==> src/rtl/mips_ctrl_pkg.sv <==
// rtl/mips_ctrl_pkg.sv - shared encodings, state enum and control bundle for the multicycle MIPS controller
package mips_ctrl_pkg;

  localparam logic [5:0] OP_RTYPE = 6'h00;
  localparam logic [5:0] OP_LW    = 6'h23;
  localparam logic [5:0] OP_SW    = 6'h2B;
  localparam logic [5:0] OP_BEQ   = 6'h04;
  localparam logic [5:0] OP_J     = 6'h02;
  localparam logic [5:0] OP_JAL   = 6'h03;
  localparam logic [5:0] OP_ADDI  = 6'h08;

  localparam logic [5:0] FN_ADD = 6'h20;
  localparam logic [5:0] FN_SUB = 6'h22;
  localparam logic [5:0] FN_AND = 6'h24;
  localparam logic [5:0] FN_OR  = 6'h25;
  localparam logic [5:0] FN_SLT = 6'h2A;

  typedef enum logic [3:0] {
    S_IDLE     = 4'd0,
    S_FETCH    = 4'd1,
    S_DECODE   = 4'd2,
    S_MEM_ADDR = 4'd3,
    S_MEM_RD   = 4'd4,
    S_MEM_WB   = 4'd5,
    S_MEM_WR   = 4'd6,
    S_EXEC_R   = 4'd7,
    S_R_WB     = 4'd8,
    S_ADDI_EX  = 4'd9,
    S_ADDI_WB  = 4'd10,
    S_BRANCH   = 4'd11,
    S_JUMP     = 4'd12,
    S_JAL      = 4'd13,
    S_TRAP     = 4'd14
  } state_t;

  localparam logic [1:0] REG_DST_RT = 2'd0;
  localparam logic [1:0] REG_DST_RD = 2'd1;
  localparam logic [1:0] REG_DST_RA = 2'd2;

  localparam logic [1:0] MEM_TO_REG_ALU = 2'd0;
  localparam logic [1:0] MEM_TO_REG_MDR = 2'd1;
  localparam logic [1:0] MEM_TO_REG_PC  = 2'd2;

  localparam logic [1:0] ALU_SRC_B_REG    = 2'd0;
  localparam logic [1:0] ALU_SRC_B_FOUR   = 2'd1;
  localparam logic [1:0] ALU_SRC_B_IMM    = 2'd2;
  localparam logic [1:0] ALU_SRC_B_BRANCH = 2'd3;

  localparam logic [1:0] ALU_OP_ADD   = 2'd0;
  localparam logic [1:0] ALU_OP_SUB   = 2'd1;
  localparam logic [1:0] ALU_OP_FUNCT = 2'd2;

  localparam logic [1:0] PC_SRC_ALU    = 2'd0;
  localparam logic [1:0] PC_SRC_ALUOUT = 2'd1;
  localparam logic [1:0] PC_SRC_JUMP   = 2'd2;

  typedef struct packed {
    logic       pc_write;
    logic       pc_write_cond;
    logic       i_or_d;
    logic       mem_read;
    logic       mem_write;
    logic       ir_write;
    logic [1:0] reg_dst;
    logic [1:0] mem_to_reg;
    logic       reg_write;
    logic       alu_src_a;
    logic [1:0] alu_src_b;
    logic [1:0] alu_op;
    logic [1:0] pc_source;
    logic       illegal_op;
  } ctrl_t;

  // Decode-state dispatch: anything not listed falls into the sticky trap.
  function automatic state_t decode_dispatch(input logic [5:0] op);
    case (op)
      OP_LW, OP_SW: return S_MEM_ADDR;
      OP_RTYPE:     return S_EXEC_R;
      OP_BEQ:       return S_BRANCH;
      OP_J:         return S_JUMP;
      OP_JAL:       return S_JAL;
      OP_ADDI:      return S_ADDI_EX;
      default:      return S_TRAP;
    endcase
  endfunction

endpackage

==> src/rtl/mips_ctrl_decode.sv <==
// rtl/mips_ctrl_decode.sv - combinational map from controller state to datapath control signals
module mips_ctrl_decode
  import mips_ctrl_pkg::*;
(
  input  state_t state,
  input  logic   mem_ready,
  output ctrl_t  ctrl
);

  always_comb begin
    ctrl = '0;
    case (state)
      S_FETCH: begin
        ctrl.mem_read  = 1'b1;
        ctrl.i_or_d    = 1'b0;
        ctrl.alu_src_a = 1'b0;
        ctrl.alu_src_b = ALU_SRC_B_FOUR;
        ctrl.alu_op    = ALU_OP_ADD;
        // IR and PC only commit on the cycle the fetch actually completes
        ctrl.ir_write  = mem_ready;
        ctrl.pc_write  = mem_ready;
      end
      S_DECODE: begin
        ctrl.alu_src_a = 1'b0;
        ctrl.alu_src_b = ALU_SRC_B_BRANCH;
        ctrl.alu_op    = ALU_OP_ADD;
      end
      S_MEM_ADDR, S_ADDI_EX: begin
        ctrl.alu_src_a = 1'b1;
        ctrl.alu_src_b = ALU_SRC_B_IMM;
        ctrl.alu_op    = ALU_OP_ADD;
      end
      S_MEM_RD: begin
        ctrl.mem_read = 1'b1;
        ctrl.i_or_d   = 1'b1;
      end
      S_MEM_WB: begin
        ctrl.reg_write  = 1'b1;
        ctrl.reg_dst    = REG_DST_RT;
        ctrl.mem_to_reg = MEM_TO_REG_MDR;
      end
      S_MEM_WR: begin
        ctrl.mem_write = 1'b1;
        ctrl.i_or_d    = 1'b1;
      end
      S_EXEC_R: begin
        ctrl.alu_src_a = 1'b1;
        ctrl.alu_src_b = ALU_SRC_B_REG;
        ctrl.alu_op    = ALU_OP_FUNCT;
      end
      S_R_WB: begin
        ctrl.reg_write  = 1'b1;
        ctrl.reg_dst    = REG_DST_RD;
        ctrl.mem_to_reg = MEM_TO_REG_ALU;
      end
      S_ADDI_WB: begin
        ctrl.reg_write  = 1'b1;
        ctrl.reg_dst    = REG_DST_RT;
        ctrl.mem_to_reg = MEM_TO_REG_ALU;
      end
      S_BRANCH: begin
        ctrl.alu_src_a     = 1'b1;
        ctrl.alu_src_b     = ALU_SRC_B_REG;
        ctrl.alu_op        = ALU_OP_SUB;
        ctrl.pc_write_cond = 1'b1;
        ctrl.pc_source     = PC_SRC_ALUOUT;
      end
      S_JUMP: begin
        ctrl.pc_write  = 1'b1;
        ctrl.pc_source = PC_SRC_JUMP;
      end
      // Link and jump share one cycle: the PC already holds the return address
      S_JAL: begin
        ctrl.reg_write  = 1'b1;
        ctrl.reg_dst    = REG_DST_RA;
        ctrl.mem_to_reg = MEM_TO_REG_PC;
        ctrl.pc_write   = 1'b1;
        ctrl.pc_source  = PC_SRC_JUMP;
      end
      S_TRAP: begin
        ctrl.illegal_op = 1'b1;
      end
      default: ;
    endcase
  end

endmodule

==> src/rtl/mips_multicycle_ctrl.sv <==
// rtl/mips_multicycle_ctrl.sv - multicycle MIPS control FSM: state register, sequencing and control outputs
module mips_multicycle_ctrl
  import mips_ctrl_pkg::*;
#(
  parameter int OPCODE_WIDTH = 6,
  parameter int FUNCT_WIDTH  = 6
) (
  input  logic                    clk,
  input  logic                    rst_n,
  input  logic                    run,
  input  logic [OPCODE_WIDTH-1:0] opcode,
  input  logic [FUNCT_WIDTH-1:0]  funct,
  input  logic                    zero,
  input  logic                    mem_ready,
  output logic                    pc_write,
  output logic                    pc_write_cond,
  output logic                    i_or_d,
  output logic                    mem_read,
  output logic                    mem_write,
  output logic                    ir_write,
  output logic [1:0]              reg_dst,
  output logic [1:0]              mem_to_reg,
  output logic                    reg_write,
  output logic                    alu_src_a,
  output logic [1:0]              alu_src_b,
  output logic [1:0]              alu_op,
  output logic [1:0]              pc_source,
  output logic                    illegal_op,
  output logic [3:0]              state_dbg
);

  state_t state;
  ctrl_t  ctrl;

  // funct is resolved by the ALU control and zero by the PC-write gate, both in the datapath
  logic unused_inputs;
  assign unused_inputs = ^{funct, zero};

  always_ff @(posedge clk or negedge rst_n) begin
    if (!rst_n) begin
      state <= S_IDLE;
    end else begin
      case (state)
        S_IDLE:     if (run) state <= S_FETCH;
        S_FETCH:    if (mem_ready) state <= S_DECODE;
        S_DECODE:   state <= decode_dispatch(opcode);
        S_MEM_ADDR: state <= (opcode == OP_LW) ? S_MEM_RD : S_MEM_WR;
        S_MEM_RD:   if (mem_ready) state <= S_MEM_WB;
        S_MEM_WB:   state <= S_FETCH;
        S_MEM_WR:   if (mem_ready) state <= S_FETCH;
        S_EXEC_R:   state <= S_R_WB;
        S_R_WB:     state <= S_FETCH;
        S_ADDI_EX:  state <= S_ADDI_WB;
        S_ADDI_WB:  state <= S_FETCH;
        S_BRANCH:   state <= S_FETCH;
        S_JUMP:     state <= S_FETCH;
        S_JAL:      state <= S_FETCH;
        S_TRAP:     state <= S_TRAP;
        default:    state <= S_IDLE;
      endcase
    end
  end

  mips_ctrl_decode u_decode (
    .state     (state),
    .mem_ready (mem_ready),
    .ctrl      (ctrl)
  );

  assign pc_write      = ctrl.pc_write;
  assign pc_write_cond = ctrl.pc_write_cond;
  assign i_or_d        = ctrl.i_or_d;
  assign mem_read      = ctrl.mem_read;
  assign mem_write     = ctrl.mem_write;
  assign ir_write      = ctrl.ir_write;
  assign reg_dst       = ctrl.reg_dst;
  assign mem_to_reg    = ctrl.mem_to_reg;
  assign reg_write     = ctrl.reg_write;
  assign alu_src_a     = ctrl.alu_src_a;
  assign alu_src_b     = ctrl.alu_src_b;
  assign alu_op        = ctrl.alu_op;
  assign pc_source     = ctrl.pc_source;
  assign illegal_op    = ctrl.illegal_op;
  assign state_dbg     = state;

endmodule

==> config.mk <==
export PLATFORM = sky130hd
export DESIGN_NAME = mips_multicycle_ctrl
export DESIGN_NICKNAME = d
export VERILOG_FILES = /design/src/rtl/mips_ctrl_pkg.sv /design/src/rtl/mips_ctrl_decode.sv /design/src/rtl/mips_multicycle_ctrl.sv
export SDC_FILE = /design/constraint.sdc
export NUM_CORES = 1
export LEC_CHECK = 0
export BUFFER_PORTS_ARGS = -buffer_cell sky130_fd_sc_hd__buf_2
export CORE_MARGIN = 10
export CORE_UTILIZATION = 43
export CTS_CLUSTER_SIZE = 20
export DETAILED_ROUTE_END_ITERATION = 10
export GPL_TIMING_DRIVEN = 0
export MAX_ROUTING_LAYER = met4
export PLACE_DENSITY = 0.79
export SLEW_MARGIN = 20
export SYNTH_ARGS = -nofsm -noshare
export SYNTH_HDL_FRONTEND = slang
export SYNTH_HIERARCHICAL = 1
export SYNTH_SLANG_ARGS = --single-unit
==> constraint.sdc <==
create_clock -name clk -period 1.6 [get_ports clk]
set_clock_uncertainty 0.05 [all_clocks]
set_input_delay 0.16 -clock clk [delete_from_list [all_inputs] [get_ports clk]]
set_output_delay 0.16 -clock clk [all_outputs]
set_load 0.05 [all_outputs]
==> results of run 1 <==
## logic make-up (layout without fill, tap and decap cells)
logic type	Yosys count	in the layout	synth area share, %
xor gates and xnor gates	2	2	2.569
muxes	3	3	4.404
and+or+nand+nor	44	44	39.81
buffers and inverters	11	62	9.356
DFF	4	4	14.68
AOI/OAI and AO/OA	29	29	29.18
## cell usage in the layout, fill, tap and decap left out, types with 2 or more instances in the layout
master and n:
a211oi_2 2, a21oi_1 4, a21oi_2 2, a31oi_1 3, buf_2 19, buf_4 20, buf_6 11, clkbuf_4 6
dfrtp_2 4, inv_1 2, mux2i_1 3, nand2_1 3, nand2b_4 5, nand3b_1 2, nor2_1 5, nor2_2 7
nor2_4 3, nor2b_1 2, nor3_1 4, nor3_2 2, nor4_1 2, o21ai_0 4, o21ai_1 2, o22ai_1 2
## metrics by stage
stage	TNS [ns]	cells
3_5_place_dp	0	141
4_1_cts	0	155
5_1_grt	-0.1210	160
6_report	0	160
3_3_place_gp	0	141
2_1_floorplan	-0.5896	93
## final cells by class
cell class	instances	area [sq um]	area share (%)
multi-input cells	78	636.9	52.21
repair buffers	48	346.6	28.41
flip-flops and latches	4	105.1	8.615
plain buffers	8	75.07	6.154
clock buffers	3	22.52	1.846
well taps	16	20.02	1.641
inverters	3	13.76	1.128
## path summary, 6_finish.rpt
kind,slack [ns],startpoint,cells past startpoint,end
setup / recovery,0.02,state_dbg[0],4,alu_src_b[0]
hold / removal,0.21,rst_n,2,state_dbg[1]
setup reg to reg,0.05,state_dbg[0],6,state_dbg[1]
hold reg to reg,0.61,state_dbg[0],2,state_dbg[1]
max in group asynchronous,1.16,rst_n,2,state_dbg[3]
min in group clk,0.29,run,4,state_dbg[0]
## power breakdown
part	internal [uW]	leakage, uW	switching, uW
sequential	157	0.0000450	42.2
combinational	1000	0.000474	1590
clock	83.6	0.0000138	37.3
## per-layer routing
layer | wire (um) | track usage [%] | vias to the layer above | share of wire, %
met5 | 0 | - | - | 0
met4 | 45 | 5.449 | 0 | 1.8
met3 | 208 | 3.602 | 4 | 8.4
met2 | 1275 | 21.18 | 39 | 51
met1 | 960 | 13.31 | 424 | 39
li1 | - | - | 444 | -
## worst max-delay path: stages, from the launching register on
cell and delay (ns):
dfrtp_2 0.42, buf_8 0.14, nand2b_4 0.16, a211oi_4 0.23, buf_6 0.18
## what timing repair did
| item | CTS | global route |
|---|---|---|
| gates resized for setup | 18 | 17 |
| hold buffers | 1 | 0 |
| setup buffers | 10 | 5 |
| pin swaps | 2 | 3 |
| hold endpoints to repair | 4 | 0 |
| setup endpoints to repair | 16 | 12 |
==> impl_metrics.toml, run 1 <==
[clock_network]
clock-sinks = 4
cts_root_buf = "clkbuf_4"
max-clock-path-buffers = 2
cts-buffers-inserted = 3
cts_tree = "done"
clock_pin_slew_of_the_registers_on_the_worst_case_setup_and_hold_paths_ns = 0.04
clock_latency_ns = 0.23
htree_levels = 1

[floorplanning]
dieArea_sq_um = 3578
die_h_um = 59.82
chipWidth_um = 59.82
starting_utilization_of_the_core_area_pct = 45.27
floorplan.io_pins = 40
core_region_area_sq_um = 1506
placement_rows = 14

[run_status]
outcome = "finished clean"

[finish]
areaGrowthSynthToFinish_pct = 78.90
layout-drive-gt1-share_pct = 65.28
largest_register_ff_count = 4
final_area_sq_um = 1220
num_antenna_cells = 0
n_fill_cell = 91
final_core_utilization_pct = 80.98
nNetsFinal = 163

[yosys]
synth_nets = 110
netlist.top_cell.by_area = "dfrtp_1"
ys.warnings.count = 6
synth_most_common_cell = "nor2_1"
synthDominantCellAreaShare_pct = 14.68
post_synth.cell_area_avg_sq_um = 7.332
dominantRegCellSynth = "dfrtp_1"
post_synth_most_frequent_cells = "nor2_1, a21oi_1, nor3_1"
synth_enable_flop_cells = 0
top_cells_by_area_in_the_synthesized_netlist = "dfrtp_1, nor2_1, nand2b_4"
post_syn_instances = 93
syn-cell-area_sq_um = 681.9
synth-seq-area-share_pct = 14.68
distinct_cell_type_count_after_synthesis = 39
ys_async_sr_fraction_pct = 100.0
synth-seq-cells = 4

[detailed_routing]
detail_route.wl_per_cell_um = 15.56
detail_route.wirelength_mm = 2.489
detailedRoute.firstIterationViolations = 23
routed_via_density = 5.694
route.detailed.drc = 0
drt_first_pass_iters = 4
antenna_violating_nets_post_route = 0
vias = 911

[worst_setup_path]
cp_data_required_time_ns = 1.39
arr_time_crit_path_ns = 1.37
cp_max_fo = 8
timing.setup.critical_path_class = "reg2out"
endpoint_kind = "output pin"
timing.critical_path.from_type = "flip-flop"

[place]
placement.io_buffers = 32
detailed_placer_s_ending_hpwl_mm = 1.637
placed_cell_area_sq_um = 969.7
place_congestion = 0.8991
dp_slack_ns = 0.06409

[flow_run]
cap_violations = 0

[timing]
setup_ws_ns = 0.01689
timing.final.setup_violations = 0
maxSlewViolCount = 0
slew_headroom_pct = 78.55
clock.fmax_mhz = 631.7
finalCritPeriodShare_pct = 98.94
report.final.hold_viol_count = 0
finalWorstPathRequiredPeriod_ns = 1.583
fin_worst_hold_slack_ns = 0.2098
grt_setup_unrepaired = "true"
tightest_slew_ns = 0.3217

[global_route]
wire_length_of_the_first_global_routing_pass_mm = 3.636
grt_max_degree = 11
grt-ovfl-total = 0
first_global_vias = 860
antenna_violations_before_repair = 0
globalRouteTotalUtil_pct = 12.58

[min_path]
hold_path_class = "in2async"

[power]
vdd.ir_drop.worst_uv = 1734
power_leakage_uw = 0.0005332
pwr_density_cell_nw_per_um2 = 2390
total_power_uw = 2915
No activity file was read; power rests on OpenSTA's default activity.
==> run 2, diff against run 1 <==
CAP_MARGIN = 15   (was default)
CORE_UTILIZATION = 25   (was 43)
PLACE_DENSITY = default   (was 0.79)
==> run 2 against run 1 <==
Net effect: the flow now finishes with violations (negative setup slack); utilization shrank 33 points; count of clock-buffer cells in the layout is the same; final area grew 1.0%; critical path depth is the same; sequential power is essentially flat; clock power grew 4%; first-iteration DRC count grew 61%; fmax shrank 1.3%; hold slack lost 0.0014 ns; non-clock buffer count shrank 4; critical endpoint unchanged; largest power group unchanged; highest routed layer unchanged.
==> impl_metrics.toml, run 2 (same netlist as run 1, synthesis figures left out) <==
[detailed_routing]
met1Wirelength_mm = 1.026
detail_route.wl_per_cell_um = 14.09
highest_layer = "met4"
route.detailed.drc = 0
detail_route.wirelength_mm = 2.395
met3WireLength_um = 194
detailedRoute.firstIterationViolations = 37
routed_via_density = 5.200
drt_first_pass_iters = 4
antenna_violating_nets_post_route = 0
vias = 884
length_of_routed_met2_wiring_mm = 1.151

[finish]
final_area_sq_um = 1232
nNetsFinal = 159
reg_area_sq_um = 105.1
final_instance_count_without_filler_cells = 170
layout-drive-gt1-share_pct = 63.57
area_of_the_multi_input_gates_sq_um = 630.6
areaGrowthSynthToFinish_pct = 80.73
most-common-layout-cells = "buf_2, buf_6, buf_4"
most_frequent_standard_cell_in_the_layout_excluding_fill_and_tap_cells = "buf_2"
num_antenna_cells = 0
n_fill_cell = 242
largest_register_ff_count = 4

[power]
power_leakage_uw = 0.0005219
pwr_density_cell_nw_per_um2 = 2322
vdd.ir_drop.worst_uv = 1557

[timing]
slew_headroom_pct = 75.83
fin_tns_setup_ns = -0.003667
grt_setup_unrepaired = "true"
tightest_slew_ns = 0.3534
setup_ws_ns = -0.003667
maxSlewViolCount = 0
timing.final.setup_violations = 1
finalWorstPathRequiredPeriod_ns = 1.604
report.final.hold_viol_count = 0
clock.fmax_mhz = 623.6
finalCritPeriodShare_pct = 100.2

[worst_setup_path]
endpoint_kind = "output pin"
timing.setup.critical_path_class = "reg2out"
cp_max_fo = 6
r2r_cells = 5
timing.critical_path.from_type = "flip-flop"
cp_data_required_time_ns = 1.39
arr_time_crit_path_ns = 1.39

[global_route]
grt-ovfl-total = 0
antenna_violations_before_repair = 0
grt_max_degree = 11
wire_length_of_the_first_global_routing_pass_mm = 3.926
globalRouteTotalUtil_pct = 8.977
first_global_vias = 854

[floorplanning]
core_region_area_sq_um = 2545
floorplan.io_pins = 40
die_h_um = 72.23
placement_rows = 18
starting_utilization_of_the_core_area_pct = 26.79
chipWidth_um = 72.23
dieArea_sq_um = 5216

[clock_network]
clock_pin_slew_of_the_registers_on_the_worst_case_setup_and_hold_paths_ns = 0.04
max-clock-path-buffers = 2
clock-sinks = 4
cts-buffers-inserted = 3
clock_latency_ns = 0.24
htree_levels = 1
cts_tree = "done"
cts_root_buf = "clkbuf_4"

[place]
place_congestion = 0.8420
placement.io_buffers = 32
detailed_placer_s_ending_hpwl_mm = 1.724
numPlacedInstances = 155
placed_cell_area_sq_um = 987.2

[run_status]
outcome = "complete, but fails checks"
failed_checks = "negative setup slack"

[min_path]
hold_path_class = "in2async"

[flow_run]
cap_violations = 0
## run 2: cell count changes in the layout (fill, tap and decap cells not counted), sizes merged
| cell | before | now |
|---|---|---|
| buf | 51 | 47 |
## run 2: cell type report
class | count | area share, %
tap | 30 | 3.046
sequential | 4 | 8.528
multi-input combinational | 78 | 51.17
inverter | 3 | 1.117
timing repair buffer | 44 | 27.51
buffer | 8 | 6.802
clock buffer | 3 | 1.827
## run 2: per-stage QoR
stage	hold slack, ns	total power, uW	utilization [%]	setup slack [ns]
5_1_grt	0.2256	3035	48.43	-0.04963
6_report	0.2085	2861	48.43	-0.003667
4_1_cts	0.2113	2632	44.20	-0.01812
3_5_place_dp	-0.08340	2263	38.79	0.05637
2_1_floorplan	-0.1856	1897	-	-0.1683
3_3_place_gp	-0.08669	2246	38.79	0.03435
## run 2: final timing paths
path,from,end,slack [ns]
hold / removal,rst_n,state_dbg[0],0.21
max in group asynchronous,rst_n,state_dbg[2],1.16
min in group clk,run,state_dbg[0],0.27
setup / recovery,state_dbg[1],alu_src_b[0],-0.004
hold reg to reg,state_dbg[1],state_dbg[3],0.67
setup reg to reg,state_dbg[2],state_dbg[1],0.08
## run 2: report_power, final
| part | internal (uW) | switching (uW) |
|---|---|---|
| clock | 83.9 | 42.2 |
| combinational | 989 | 1550 |
| sequential | 157 | 40.8 |
## run 2: per-layer routing
metal	vias to the layer above	GRT usage, %
met5	-	-
met4	0	2.581
met3	2	3.673
met2	40	14.48
met1	405	9.915
li1	437	-
## run 2: timing repair
item / 4_1_cts / 5_1_grt
endpoints found under the setup margin: 18 / 15
resized for setup: 20 / 22
hold buffers: 1 / 0
buffers inserted: 6 / 5
pin swaps: 1 / 6
endpoints found under the hold margin: 4 / 0
## run 2: critical path, cell delays in order, from the launching register on
cell and delay, ns:
dfrtp_2 0.40, buf_8 0.13, nand2b_4 0.18, a211oi_4 0.25
buf_6 0.19
==> run 3, diff against run 2 <==
CORE_UTILIZATION = 43   (was 25)
PLACE_DENSITY = 0.79   (was default)
SETUP_SLACK_MARGIN = 0.3   (was default)
==> run 3 against run 2 <==
Net effect: the flow now stops in clock tree synthesis; synthesized cell count stayed put; synthesized area did not move.
==> impl_metrics.toml, run 3 <==
[floorplanning]
chipWidth_um = 59.82
die_h_um = 59.82
starting_utilization_of_the_core_area_pct = 45.27
floorplan.io_pins = 40
placement_rows = 14

[yosys]
netlist.top_cell.by_area = "dfrtp_1"
top_cells_by_area_in_the_synthesized_netlist = "dfrtp_1, nor2_1, nand2b_4"
ys_async_sr_fraction_pct = 100.0
synth_enable_flop_cells = 0
synth_nets = 110
ys.warnings.count = 6
synth_most_common_cell = "nor2_1"
synth-seq-cells = 4
synth-seq-area-share_pct = 14.68
syn-cell-area_sq_um = 681.9
distinct_cell_type_count_after_synthesis = 39
post_synth.cell_area_avg_sq_um = 7.332
dominantRegCellSynth = "dfrtp_1"
synthDominantCellAreaShare_pct = 14.68
post_syn_instances = 93
post_synth_most_frequent_cells = "nor2_1, a21oi_1, nor3_1"

[clock_network]
max-clock-path-buffers = 2
cts_resized = 72
clock-sinks = 4
cts_root_buf = "clkbuf_4"
cts-buffers-inserted = 3
cts_hold_buf = 1
cts.repair_timing.setup_buffer_count = 19
htree_levels = 1

[run_status]
run.stop_error = "[ERROR DPL-0033] detailed placement checks failed during check placement."
lastStage = "clock tree synthesis"
outcome = "did not finish"

[place]
placement.io_buffers = 32
numPlacedInstances = 141
place_congestion = 0.9156
detailed_placer_s_ending_hpwl_mm = 1.691
-- run 3: cell counts after synthesis --
No cell type changed its count.
-- run 3: kinds of logic after synthesis --
kind of cell           count (synthesis)  synth area share [%]
multiplexers                           3                 4.404
AO/OA/AOI/OAI                         29                 29.18
buffers and inverters                 11                 9.356
AND/OR/NAND/NOR                       44                 39.81
XOR/XNOR                               2                 2.569
flip-flops                             4                 14.68
-- run 3: stage by stage --
stage          setup WS (ns)  instance area [sq um]  setup TNS (ns)  utilization [%]
2_1_floorplan        -0.1683                  824.5         -0.6400                -
3_3_place_gp         0.01955                   1005               0            66.69
3_5_place_dp         0.02222                   1005               0            66.69
==> run 4, diff against run 3 <==
CORE_AREA = 10 10 71 73   (was default)
CORE_MARGIN = default   (was 10)
CORE_UTILIZATION = default   (was 43)
CTS_CLUSTER_SIZE = default   (was 20)
DIE_AREA = 0 0 81 83   (was default)
MAX_ROUTING_LAYER = default   (was met4)
PLACE_DENSITY = default   (was 0.79)
PLACE_DENSITY_LB_ADDON = 0.15   (was default)
SETUP_SLACK_MARGIN = default   (was 0.3)
==> run 4 against run 3 <==
Net effect: the flow now finishes, with violations (negative setup slack).
==> impl_metrics.toml, run 4 (same netlist as run 1, synthesis figures left out) <==
[clock_network]
clock_latency_ns = 0.21
max-clock-path-buffers = 2
cts_root_buf = "clkbuf_8"
cts-buffers-inserted = 3
cts_tree = "done"
clock-sinks = 4
htree_levels = 1
clock_pin_slew_of_the_registers_on_the_worst_case_setup_and_hold_paths_ns = 0.03

[finish]
nNetsFinal = 165
most-common-layout-cells = "buf_4, buf_2, buf_6"
areaGrowthSynthToFinish_pct = 100.6
most_frequent_standard_cell_in_the_layout_excluding_fill_and_tap_cells = "buf_4"
largest_register_ff_count = 4
final_area_sq_um = 1368
num_antenna_cells = 0
layout-drive-gt1-share_pct = 66.44
n_fill_cell = 397

[global_route]
antenna_violations_before_repair = 0
first_global_vias = 904
grt_max_degree = 11
grt-ovfl-total = 0
globalRouteTotalUtil_pct = 7.374
wire_length_of_the_first_global_routing_pass_mm = 4.174

[place]
dp_slack_ns = 0.01354
detailed_placer_s_ending_hpwl_mm = 1.851
placed_cell_area_sq_um = 1010
placement.io_buffers = 32
place_congestion = 0.7586

[timing]
fin_worst_hold_slack_ns = 0.2303
finalCritPeriodShare_pct = 100.9
maxSlewViolCount = 0
finalWorstPathRequiredPeriod_ns = 1.614
report.final.hold_viol_count = 0
tightest_slew_ns = 0.3286
timing.final.setup_violations = 2
grt_setup_unrepaired = "true"
clock.fmax_mhz = 619.7
fin_tns_setup_ns = -0.02209
slew_headroom_pct = 78.10
setup_ws_ns = -0.01378

[power]
power_switching_uw = 1690
total_power_uw = 3204
netSwitchingFraction_pct = 52.75
vdd.ir_drop.worst_uv = 1048
power_leakage_uw = 0.0005802
power.share.sequential_pct = 7.3
internal_power_uw = 1514
pwr_density_cell_nw_per_um2 = 2343
comb_power_share_pct = 86.3
clock_power_share_pct = 6.4

[worst_setup_path]
arr_time_crit_path_ns = 1.40
timing.setup.critical_path_class = "reg2out"
cp_data_required_time_ns = 1.39
timing.critical_path.from_type = "flip-flop"
r2r_cells = 5
cp_max_fo = 7
endpoint_kind = "output pin"

[detailed_routing]
drt_first_pass_iters = 4
detail_route.wirelength_mm = 2.538
detailedRoute.firstIterationViolations = 38
vias = 921
route.detailed.drc = 0
antenna_violating_nets_post_route = 0
detail_route.wl_per_cell_um = 13.08
routed_via_density = 4.747

[floorplanning]
starting_utilization_of_the_core_area_pct = 18.77
floorplan.io_pins = 40
dieArea_sq_um = 6723
placement_rows = 22
core_region_area_sq_um = 3633
die_h_um = 83
chipWidth_um = 81

[run_status]
outcome = "complete, but fails checks"
failed_checks = "negative setup slack"

[flow_run]
cap_violations = 0

[min_path]
hold_path_class = "in2async"
==> run 4: worst paths after layout <==
check,from,to,slack [ns]
min in group clk,run,state_dbg[0],0.31
setup / recovery,state_dbg[1],ir_write,-0.01
max in group asynchronous,rst_n,state_dbg[2],1.14
setup reg to reg,state_dbg[2],state_dbg[1],0.07
hold reg to reg,state_dbg[0],state_dbg[1],0.66
hold / removal,rst_n,state_dbg[0],0.23
==> run 4: repair_timing <==
item | in CTS | in global routing
cloned | 1 | 0
setup buffers | 12 | 4
setup endpoints to repair | 17 | 16
pin swaps | 2 | 5
hold buffers | 1 | 0
hold endpoints to repair | 4 | 0
resized for setup | 24 | 22
==> run 4: area by class of cell <==
cell class,count,area (sq um),share of cell area [%]
sequential,4,105.1,7.685
buffer,8,83.83,6.130
inverter,3,11.26,0.8234
timing repair buffer,50,425.4,31.11
clock buffer,3,41.29,3.019
tap,48,60.06,4.392
multi-input combinational,78,640.6,46.84
==> run 4: power by group through the flow <==
stage / clock network [uW] / registers [uW] / logic [uW]
final: 206 / 232 / 2760
after detailed placement: 0 / 259 / 2030
after CTS: 215 / 227 / 2570
after global placement: 0 / 258 / 2030
after floorplan: 0 / 381 / 1520
after global routing: 221 / 241 / 2950
==> run 4: routing by layer <==
metal	routed length, um	vias up	share of wire (%)	track usage (%)
met3	295	2	12	3.987
met1	1040	435	41	9.074
met5	0	-	0	0
met2	1196	33	47	11.24
li1	-	451	-	-
met4	6	0	0.24	0.9390
==> run 4: critical path: stages (launching register included) <==
cell      delay [ns]
dfrtp_2         0.42
buf_6           0.14
nand2b_4        0.19
nor4b_4         0.25
buf_6           0.20
==> run 4: stage by stage <==
stage	utilization, %	cells
6_report	37.64	194
5_1_grt	37.64	194
4_1_cts	34.99	190
3_5_place_dp	27.79	173
3_3_place_gp	27.79	173
2_1_floorplan	-	93
